$ cat src/rtl/rf_wb_arbiter_pkg.sv
`default_nettype none
// ============================================================================
// Module      : rf_wb_arbiter_pkg
// Description : Shared CPU datapath types used by the writeback arbiter.
// Revision    : 1.0 - initial release
// ============================================================================
package rf_wb_arbiter_pkg;

    localparam int NUM_REGS = 32;

    typedef logic [31:0]                 word_t;
    typedef logic [$clog2(NUM_REGS)-1:0] regbits_t;

    typedef struct packed {
        logic     valid;
        regbits_t wsel;
        word_t    wdat;
    } rf_wb_req_t;

endpackage
`default_nettype wire

$ cat src/rtl/rf_wb_arbiter_rr_arbiter.sv
`default_nettype none
// ============================================================================
// Module      : rf_wb_arbiter_rr_arbiter
// Description : Round-robin arbiter with one-hot grant; owns the rotating
//               pointer (last granted index).
// Revision    : 1.0 - initial release
// ============================================================================
module rf_wb_arbiter_rr_arbiter #(
    parameter int N = 3
) (
    input  logic         CLK,
    input  logic         nRST,
    input  logic [N-1:0] req,
    input  logic         en,
    output logic [N-1:0] grant
);
    import rf_wb_arbiter_pkg::*;

    localparam int c_iw = $clog2(N);

    logic [c_iw-1:0] ptr_q, ptr_d;
    logic [N-1:0]    w_grant;
    logic [c_iw-1:0] w_idx;
    logic            w_found;

    // Search starts just after the last winner and wraps, so it never favours a fixed index.
    always_comb begin
        int j;
        j       = 0;
        w_grant = '0;
        w_idx   = ptr_q;
        w_found = 1'b0;
        for (int k = 1; k <= N; k++) begin
            j = (int'(ptr_q) + k) % N;
            if (!w_found && req[j]) begin
                w_found    = 1'b1;
                w_grant[j] = 1'b1;
                w_idx      = j[c_iw-1:0];
            end
        end
    end

    always_comb begin
        ptr_d = ptr_q;
        if (en && w_found) begin
            ptr_d = w_idx;
        end
    end

    always_ff @(posedge CLK or negedge nRST) begin
        if (!nRST) begin
            ptr_q <= c_iw'(N - 1);
        end else begin
            ptr_q <= ptr_d;
        end
    end

    assign grant = w_grant & {N{nRST}};

endmodule
`default_nettype wire

$ cat src/rtl/rf_wb_arbiter.sv
`default_nettype none
// ============================================================================
// Module      : rf_wb_arbiter
// Description : Round-robin sharing of the register-file write port among NREQ
//               writeback sources, plus pending-write scoreboard for the issue
//               stage. Optional same-cycle forwarding: RF_WB_BYPASS_EN.
// Revision    : 1.0 - initial release
// ============================================================================
module rf_wb_arbiter
    import rf_wb_arbiter_pkg::*;
#(
    parameter int NREQ = 3,
    parameter int AW   = $clog2(NUM_REGS),
    parameter int DW   = $bits(word_t)
) (
    input  logic             CLK,
    input  logic             nRST,
    input  logic [NREQ-1:0]    req_valid,
    input  logic [NREQ*AW-1:0] req_wsel,
    input  logic [NREQ*DW-1:0] req_wdat,
    output logic [NREQ-1:0]    req_ready,
    output logic             rf_WEN,
    output logic [AW-1:0]    rf_wsel,
    output logic [DW-1:0]    rf_wdat,
    input  logic             issue_valid,
    input  logic [AW-1:0]    issue_rd,
    input  logic [AW-1:0]    rsel1,
    input  logic [AW-1:0]    rsel2,
    output logic             busy1,
    output logic             busy2,
    output logic             waw_busy
`ifdef RF_WB_BYPASS_EN
    ,
    output logic             byp_hit1,
    output logic             byp_hit2,
    output logic [DW-1:0]    byp_dat1,
    output logic [DW-1:0]    byp_dat2
`endif
);

    localparam int c_nreg = 1 << AW;

    logic [NREQ-1:0]   w_grant;
    logic [AW-1:0]     w_sel_wsel;
    logic [DW-1:0]     w_sel_wdat;
    logic              w_any_grant;

    logic              rf_wen_q,  rf_wen_d;
    logic [AW-1:0]     rf_wsel_q, rf_wsel_d;
    logic [DW-1:0]     rf_wdat_q, rf_wdat_d;
    logic [c_nreg-1:0] pending_q, pending_d;

    rf_wb_arbiter_rr_arbiter #(
        .N (NREQ)
    ) u_rr (
        .CLK   (CLK),
        .nRST  (nRST),
        .req   (req_valid),
        .en    (1'b1),
        .grant (w_grant)
    );

    assign req_ready   = w_grant;
    assign w_any_grant = |w_grant;

    always_comb begin
        w_sel_wsel = '0;
        w_sel_wdat = '0;
        for (int i = 0; i < NREQ; i++) begin
            if (w_grant[i]) begin
                w_sel_wsel = req_wsel[i*AW +: AW];
                w_sel_wdat = req_wdat[i*DW +: DW];
            end
        end
    end

    // Writes to x0 are consumed but never reach the register file.
    always_comb begin
        rf_wen_d  = 1'b0;
        rf_wsel_d = rf_wsel_q;
        rf_wdat_d = rf_wdat_q;
        if (w_any_grant && (w_sel_wsel != '0)) begin
            rf_wen_d  = 1'b1;
            rf_wsel_d = w_sel_wsel;
            rf_wdat_d = w_sel_wdat;
        end
    end

    // Set after clear: a newly issued producer outranks the one retiring now.
    always_comb begin
        pending_d = pending_q;
        if (rf_wen_q && pending_q[rf_wsel_q]) begin
            pending_d[rf_wsel_q] = 1'b0;
        end
        if (issue_valid && (issue_rd != '0)) begin
            pending_d[issue_rd] = 1'b1;
        end
        pending_d[0] = 1'b0;
    end

    always_ff @(posedge CLK or negedge nRST) begin
        if (!nRST) begin
            rf_wen_q  <= 1'b0;
            rf_wsel_q <= '0;
            rf_wdat_q <= '0;
            pending_q <= '0;
        end else begin
            rf_wen_q  <= rf_wen_d;
            rf_wsel_q <= rf_wsel_d;
            rf_wdat_q <= rf_wdat_d;
            pending_q <= pending_d;
        end
    end

    assign rf_WEN   = rf_wen_q;
    assign rf_wsel  = rf_wsel_q;
    assign rf_wdat  = rf_wdat_q;
    assign waw_busy = pending_q[issue_rd];

`ifdef RF_WB_BYPASS_EN
    assign byp_hit1 = rf_wen_q && (rf_wsel_q == rsel1) && (rsel1 != '0);
    assign byp_hit2 = rf_wen_q && (rf_wsel_q == rsel2) && (rsel2 != '0);
    assign byp_dat1 = rf_wdat_q;
    assign byp_dat2 = rf_wdat_q;
    assign busy1    = pending_q[rsel1] && !byp_hit1;
    assign busy2    = pending_q[rsel2] && !byp_hit2;
`else
    assign busy1    = pending_q[rsel1];
    assign busy2    = pending_q[rsel2];
`endif

    a_onehot_grant : assert property (@(posedge CLK) disable iff (!nRST)
        $onehot0(req_ready));

    // Re-issuing a register in the very cycle its write retires is the legal set-wins case.
    a_no_waw_issue : assert property (@(posedge CLK) disable iff (!nRST)
        !(issue_valid && waw_busy && !(rf_WEN && (rf_wsel == issue_rd))));

endmodule
`default_nettype wire

$ cat config.mk
export PLATFORM = sky130hd
export DESIGN_NAME = rf_wb_arbiter
export DESIGN_NICKNAME = d
export VERILOG_FILES = /design/src/rtl/rf_wb_arbiter_pkg.sv /design/src/rtl/rf_wb_arbiter_rr_arbiter.sv /design/src/rtl/rf_wb_arbiter.sv
export SDC_FILE = /design/constraint.sdc
export NUM_CORES = 1
export LEC_CHECK = 0
export CAP_MARGIN = 20
export CORE_UTILIZATION = 40
export CTS_CLUSTER_DIAMETER = 150
export DETAILED_ROUTE_END_ITERATION = 12
export PLACE_DENSITY_LB_ADDON = 0.12
export SLEW_MARGIN = 20
export SYNTH_ARGS = -nofsm -noshare
export SYNTH_HDL_FRONTEND = slang
export SYNTH_SLANG_ARGS = --single-unit
$ cat constraint.sdc
create_clock -name CLK -period 4.9 [get_ports CLK]
set_input_delay 0.49 -clock CLK [delete_from_list [all_inputs] [get_ports CLK]]
set_output_delay 0.49 -clock CLK [all_outputs]
set_load 0.005 [all_outputs]
==> metrics.md, run 1 <==
| Metric | Value |
|---|---|
| Synth top area share | 34.8% |
| Netlist cell types | 53 |
| Largest cells by area after synthesis | dfrtp_1 (35%), mux4_2 (14%), o21ai_0 (10%) |
| Final hold viol count | 0 |
| Ports | 176 |
| Period Utilization, post-route | 81.8% |
| Reg power frac | 27.7% |
| Least-Margin Pin Slew | 888 ps |
| Avg Inst Size Synth | 10.5 µm² |
| Post-synthesis compound-gate area fraction | 21.3% |
| Static leakage | 2.71 nW |
| Mapped Cells | 481 |
| Critical path class | flip-flop to output pin |
| Global-route wire length before repair | 23500 µm |
| Post-synthesis mux area share | 26.4% |
| Total clock sinks | 71 |
| GRT Residual Overflow | 0 |
| Async set-or-reset flop fraction in the synthesized netlist | 100% |
| Synthesized net count | 617 |
| Post-Route WL | 15400 µm |
| Maximum vdd ir drop | 0.294 mV |
| Ys Warns | 0 |
| Vias in the first global route | 4564 |
| Placed Cells | 794 |
| Post-route ant nets | 0 |
| Die X | 114 µm |
| Synth Area in XOR/XNOR | 0% |
| Max-cap violations | 0 |
| Layout cells sized above 1 | 17.3% |
| Max Transition Viols Final | 0 |
| Detail-routed via count per cell | 5.67 |
| Combinational family with the most area after synthesis | multiplexers |
| Core area | 12100 µm² |
| Finished Layout Cells | 811 |
| Unrepaired setup endpoints after global routing | false |
| Dpl hpwl | 11400 µm |
| Die ar. | 13000 µm² |
| Power per cell area | 528 nW/µm² |
| CP required | 4410 ps |
| Skew-Pair Late Insertion Delay | 340 ps |
| Worst setup EP type | output pin |
| Post-synth EDFFs | 0 |
| Outcome | finished, final reports clean |
| Cell type contributing the most total cell area after synthesis | dfrtp_1 |
| DIE HEIGHT | 114 µm |
| Net Sw Frac | 37.9% |
| Num CTS Buffers | 9 |
| DR WL/cell | 19.0 µm |
| FILL cells | 1092 |
| Nets | 774 |
| Initial drt markers | 328 |
| P&R area growth vs syn | 42.3% |
| RD Place Congestion | 0.948 |
| Worst hold-check path type | flip-flop to flip-flop |
| Power share of the combinational group | 54.4% |
| Clock root cell | clkbuf_16 |
| Max Root-Sink Buffers | 2 |
| TritonCTS clock tree | yes |
| Total number of vias | 4597 |
| Top FF cell, synth | dfrtp_1 |
| Period minus WS final | 4010 ps |
| Rows | 40 |
| PortBufs | 175 |
| Starting Density | 41.5% |
| Worst-path clk slew | 60 ps |
| Drc violations | 0 |
| Clk pwr share | 17.9% |
| DR pass1 iterations | 5 |
| Post-synthesis sequential area ratio | 35.4% |
| CP arrival | 3520 ps |
| Final setup vio count | 0 |
| Mapped cell area | 5030 µm² |
| Post-synthesis adder-cell area fraction | 0.996% |
| Crit start category | flip-flop |
| Post-CTS sizing | 0 |
| Pint | 0.00234 W |
| Global Route Usage Sum | 23.6% |
| Clock Skew | 8.16 ps |
| Fmax | 0.250 GHz |
| Largest net degree at the start of global routing | 70 |
| H-tree Lvls | 3 |
| Critical-path maximum fanout | 69 |
| NetSw | 0.00143 W |
| Antenna violations before repair | 1 |
| Post-Synth Simple-Gate Area | 10.1% |
| Ant diodes | 0 |
| Yosys reg bits | 71 |
| Setup_tns | 0 ps |
| Slew headroom | 40.8% |
[area by class of cell]
type | instances | area, µm² | share of cell area, %
Clock inverter | 6 | 68.8 | 0.962
Timing Repair Buffer | 181 | 1810 | 25.3
Inverter | 21 | 78.8 | 1.10
Tap cell | 168 | 210 | 2.94
Clock buffer | 10 | 239 | 3.34
Multi-Input combinational cell | 354 | 2970 | 41.5
Sequential cell | 71 | 1780 | 24.9
[what timing repair did]
item | in CTS | in global routing
hold endpoints to repair | 1 | 0
hold buffers | 1 | 0
buffers inserted | 0 | 0
[layer usage]
metal  vias to the layer above  part of all wire, %  GRT usage [%]
li1                       2134                    -              -
met1                      2248                   40           29.4
met4                         0                  1.5           5.71
met5                         -                    0              0
met2                       197                   50           39.4
met3                        18                  8.2           7.83
[power by group through the flow]
stage	Sequential (W)	Combinational, W	Clock, W
after floorplan	0.000952	0.00157	0
final	0.00104	0.00205	0.000676
after global placement	0.00103	0.00201	0
after CTS	0.00104	0.00206	0.000687
after detailed placement	0.00105	0.00205	0
after global routing	0.00108	0.00221	0.000715
[layout by cell type (no fill, tap or decap), types with 5 or more instances in the layout]
cell type	synthesis	final
a22oi_1	34	34
nand3b_1	10	10
a21oi_1	7	7
mux4_2	32	32
mux2_4	29	29
buf_4	2	5
nand2_1	49	49
dfrtp_1	70	70
nand3_1	9	9
inv_1	20	20
clkbuf_16	0	9
mux2_2	12	12
nor2_1	11	11
clkdlybuf4s50_1	0	174
o22ai_1	7	7
o21ai_0	103	103
[cells by family (layout without fill, tap and decap cells)]
logic type	after synthesis	after routing
flops	71	71
compound gates	172	172
fa+ha+maj	4	4
buf+inv	56	218
mux	76	76
simple gates	102	102
[synthesized netlist by cell type (2+ instances only)]
| cell | n |
|---|---|
| o21ai_0 | 103 |
| dfrtp_1 | 70 |
| nand2_1 | 49 |
| a22oi_1 | 34 |
| mux4_2 | 32 |
| mux2_4 | 29 |
| clkbuf_1 | 24 |
| inv_1 | 20 |
| mux2_2 | 12 |
| nor2_1 | 11 |
| nand3b_1 | 10 |
| nand3_1 | 9 |
| a21oi_1 | 7 |
| o22ai_1 | 7 |
| ha_1 | 4 |
| buf_12 | 3 |
| buf_2 | 3 |
| buf_6 | 3 |
| nand2b_1 | 3 |
| nand4_1 | 3 |
| nor2b_1 | 3 |
| o31ai_1 | 3 |
| a21oi_2 | 2 |
| a221o_1 | 2 |
| a32o_1 | 2 |
| buf_4 | 2 |
| mux2i_1 | 2 |
| nand4b_1 | 2 |
| or3b_2 | 2 |
| or4_1 | 2 |
[critical path, cell delays in order (launching register included)]
cell and delay (ps):
dfstp_2 550, inv_1 80, ha_1 310, a221oi_1 360
a32o_1 320, nand4_1 210, o21ai_4 180, buf_4 520
clkdlybuf4s50_1 610
[through the flow]
step / setup WS (ps) / cell area (µm²) / utilization, % / total power, W / hold slack [ps]
4_1_cts: 919 / 7150 / 59.0 / 0.00379 / 509
6_report: 894 / 7150 / 59.0 / 0.00377 / 505
5_1_grt: 744 / 7150 / 59.0 / 0.00401 / 521
2_1_floorplan: 1770 / 5030 / - / 0.00253 / 194
3_3_place_gp: 980 / 6830 / 56.4 / 0.00304 / 305
3_5_place_dp: 827 / 6830 / 56.4 / 0.00310 / 305
[final timing paths]
path | start | end | slack [ps] | cells after the start
max in group asynchronous | nRST | pending_q[6] | 3270 | 3
setup reg to reg | u_rr.ptr_q[1] | rf_wdat[31] | 970 | 11
hold reg to reg | rf_wdat[14] | rf_wdat[14] | 510 | 1
setup / recovery | u_rr.ptr_q[1] | req_ready[2] | 890 | 8
min in group asynchronous | nRST | u_rr.ptr_q[0] | 560 | 2
hold / removal | rf_wdat[14] | rf_wdat[14] | 510 | 1
[registers in the layout (all words and copies together) (netlist names)]
name	count
rf_WEN	1
pending_q	31
rf_wsel	5
u_rr.ptr_q	2
rf_wdat	32
(Power assumes the default switching activity.)
==> run 2, diff against run 1 <==
==> constraint.sdc (replaced) <==
create_clock -name CLK -period 4.1 [get_ports CLK]
set_input_delay 0.41 -clock CLK [delete_from_list [all_inputs] [get_ports CLK]]
set_output_delay 0.41 -clock CLK [all_outputs]
set_load 0.005 [all_outputs]
==> run 2 against run 1 <==
Total power rose by 20%. Final area barely moved. Sequential share of layout area barely moved. Global-route usage rose by 1.2 points. Worst hold slack got worse by 1.9 ps. Via count rose by 0.91%. Utilization barely moved. Clock power rose by 19%. Final cell count did not move. Clock skew rose by 0.90 ps. Sequential power rose by 25%. First-iteration DRC count fell by 13%. Critical path type is now flip-flop to flip-flop.
==> metrics.md, run 2 (synthesis gave the netlist of run 1 again) <==
| Metric | Value |
|---|---|
| Post-Route WL | 15600 µm (was 15400 µm) |
| Clock root cell | clkbuf_16 (unchanged) |
| Period Utilization, post-route | 87.2% |
| Least-Margin Pin Slew | 793 ps (was 888 ps) |
| Cell family with most CP delay | compound AO/OA/AOI/OAI gates (was buffers and inverters) |
| Static leakage | 2.72 nW (was 2.71 nW) |
| Largest register FFs | 32 (unchanged) |
| Clock Skew | 9.06 ps (was 8.16 ps) |
| Total clock sinks | 71 (unchanged) |
| Drc violations | 0 (unchanged) |
| CP required | 4330 ps (was 4410 ps) |
| CP cell instances | inv_1 > ha_1 > nand2b_1 > a32o_1 > a211oi_4 > nor2_2 > a32o_1 > mux2i_2 > and4bb_2 > buf_12 > mux2_2 (was inv_1 > ha_1 > a221oi_1 > a32o_1 > nand4_1 > o21ai_4 > buf_4 > clkdlybuf4s50_1) |
| Starting Density | 41.5% (unchanged) |
| Core area | 12100 µm² (unchanged) |
| Nets | 774 (unchanged) |
| Worst hold-check path type | flip-flop to flip-flop (unchanged) |
| Maximum vdd ir drop | 0.480 mV (was 0.294 mV) |
| Detail-routed via count per cell | 5.72 (was 5.67) |
| Max stage delay on crit path | 540 ps (was 610 ps) |
| Placed Cells | 794 (unchanged) |
| FILL cells | 1064 (was 1092) |
| DR WL/cell | 19.3 µm (was 19.0 µm) |
| RD Place Congestion | 0.933 (was 0.948) |
| Fmax | 0.280 GHz |
| TritonCTS clock tree | yes (unchanged) |
| PortBufs | 175 (unchanged) |
| Final hold viol count | 0 (unchanged) |
| Largest net degree at the start of global routing | 64 (was 70) |
| Global Route Usage Sum | 24.8% (was 23.6%) |
| P&R area growth vs syn | 42.2% (was 42.3%) |
| Commonest non-fill, non-tap cell in the layout | clkdlybuf4s50_1 (unchanged) |
| Period minus WS final | 3580 ps |
| Finished Layout Cells | 811 (unchanged) |
| Total number of vias | 4639 (was 4597) |
| Die X | 114 µm (unchanged) |
| Num CTS Buffers | 9 (unchanged) |
| DR pass1 iterations | 4 (was 5) |
| Layout cells sized above 1 | 17.3% (unchanged) |
| Final WS setup | 523 ps (was 894 ps) |
| H-tree Lvls | 3 (unchanged) |
| Unrepaired setup endpoints after global routing | false (unchanged) |
| Skew-Pair Late Insertion Delay | 340 ps (about the same) |
| Commonest non-fill, non-tap cells in the layout | clkdlybuf4s50_1 (174), o21ai_0 (103), dfrtp_1 (70) (unchanged) |
| Vias in the first global route | 4688 (was 4564) |
| Rows | 40 (unchanged) |
| Slowest CP cell | dfstp_2 (was clkdlybuf4s50_1) |
| Crit start category | flip-flop (unchanged) |
| Critical-path maximum fanout | 35 (was 69) |
| Antenna violations before repair | 0 (was 1) |
| Worst-path clk slew | 60 ps (about the same) |
| CP dominant cell by count | a32o_1 |
| Max Root-Sink Buffers | 2 (unchanged) |
| Outcome | finished, final reports clean (unchanged) |
| Final setup vio count | 0 (unchanged) |
| Ant diodes | 0 (unchanged) |
| Max Transition Viols Final | 0 (unchanged) |
| GRT Residual Overflow | 0 (unchanged) |
| Dpl hpwl | 11700 µm (was 11400 µm) |
| Die ar. | 13000 µm² (unchanged) |
| Power per cell area | 634 nW/µm² (was 528 nW/µm²) |
| Reg2reg setup slack | 520 ps (was 970 ps) |
| Max-cap violations | 0 (unchanged) |
| Buf/Inv on CP | 2 (was 3) |
| Critical path class | flip-flop to flip-flop (was flip-flop to output pin) |
| Initial drt markers | 284 (was 328) |
| Slew headroom | 47.1% (was 40.8%) |
| Ports | 176 (unchanged) |
| CP arrival | 3800 ps (was 3520 ps) |
| Post-route ant nets | 0 (unchanged) |
| Post-Place Setup Slack | 451 ps (was 827 ps) |
| Worst setup EP type | flip-flop (was output pin) |
| Global-route wire length before repair | 24400 µm (was 23500 µm) |
| Setup_tns | 0 ps (unchanged) |
| DIE HEIGHT | 114 µm (unchanged) |
## run 2: final cells by class
class | instances | area (µm²) | area share (%)
Clock buffer | 9 | 225 | 3.15
Tap cell | 168 | 210 | 2.94
Timing Repair Buffer | 181 | 1810 | 25.3
Clock inverter | 7 | 80.1 | 1.12
Inverter | 21 | 78.8 | 1.10
Multi-Input combinational cell | 354 | 2970 | 41.5
Sequential cell | 71 | 1780 | 24.9
## run 2: power breakdown
group | internal (W) | leakage [nW] | switching (W)
sequential | 0.000955 | 0.830 | 0.000349
clock | 0.000477 | 0.143 | 0.000326
combinational | 0.00135 | 1.74 | 0.00107
total | 0.00279 | 2.72 | 0.00175
## run 2: worst paths after layout
check,end,cells after the start,from
min,rf_wdat[0],1,rf_wdat[0]
min in group asynchronous,rf_wdat[1],2,nRST
max in group asynchronous,rf_wdat[4],3,nRST
min reg2reg,rf_wdat[0],1,rf_wdat[0]
max,rf_wdat[0],11,u_rr.ptr_q[1]
max reg2reg,rf_wdat[0],11,u_rr.ptr_q[1]
## run 2: per-layer routing
metal	wire, µm	part of all wire (%)	vias to the layer above	GRT usage (%)
met1	5970	38	2216	30.4
met4	242	1.5	0	8.23
li1	-	-	2136	-
met2	7930	51	260	42.2
met3	1510	9.6	27	6.78
met5	0	0	-	0
## run 2: per-stage QoR
| stage | hold slack [ps] | utilization (%) | cell area [µm²] | power (W) |
|---|---|---|---|---|
| 2_1_floorplan | 114 | - | 5030 | 0.00302 |
| 3_3_place_gp | 263 | 56.4 | 6830 | 0.00365 |
| 3_5_place_dp | 263 | 56.4 | 6830 | 0.00372 |
| 4_1_cts | 499 | 59.0 | 7150 | 0.00454 |
| 5_1_grt | 523 | 59.0 | 7150 | 0.00481 |
| 6_report | 503 | 59.0 | 7150 | 0.00453 |
## run 2: what timing repair did
item,4_1_cts,5_1_grt
endpoints found under the hold margin,8,0
hold buffers,1,0
resized for setup,0,0
buffers inserted,0,0
==> run 3, diff against run 2 <==
--- a/config.mk
+++ b/config.mk
@@ -10,7 +10,6 @@
 export CTS_CLUSTER_DIAMETER = 150
 export DETAILED_ROUTE_END_ITERATION = 12
 export PLACE_DENSITY_LB_ADDON = 0.12
-export SLEW_MARGIN = 20
 export SYNTH_ARGS = -nofsm -noshare
 export SYNTH_HDL_FRONTEND = slang
 export SYNTH_SLANG_ARGS = --single-unit
==> results of run 3 <==
Final layout, timing and power as in run 2 (identical DEF).
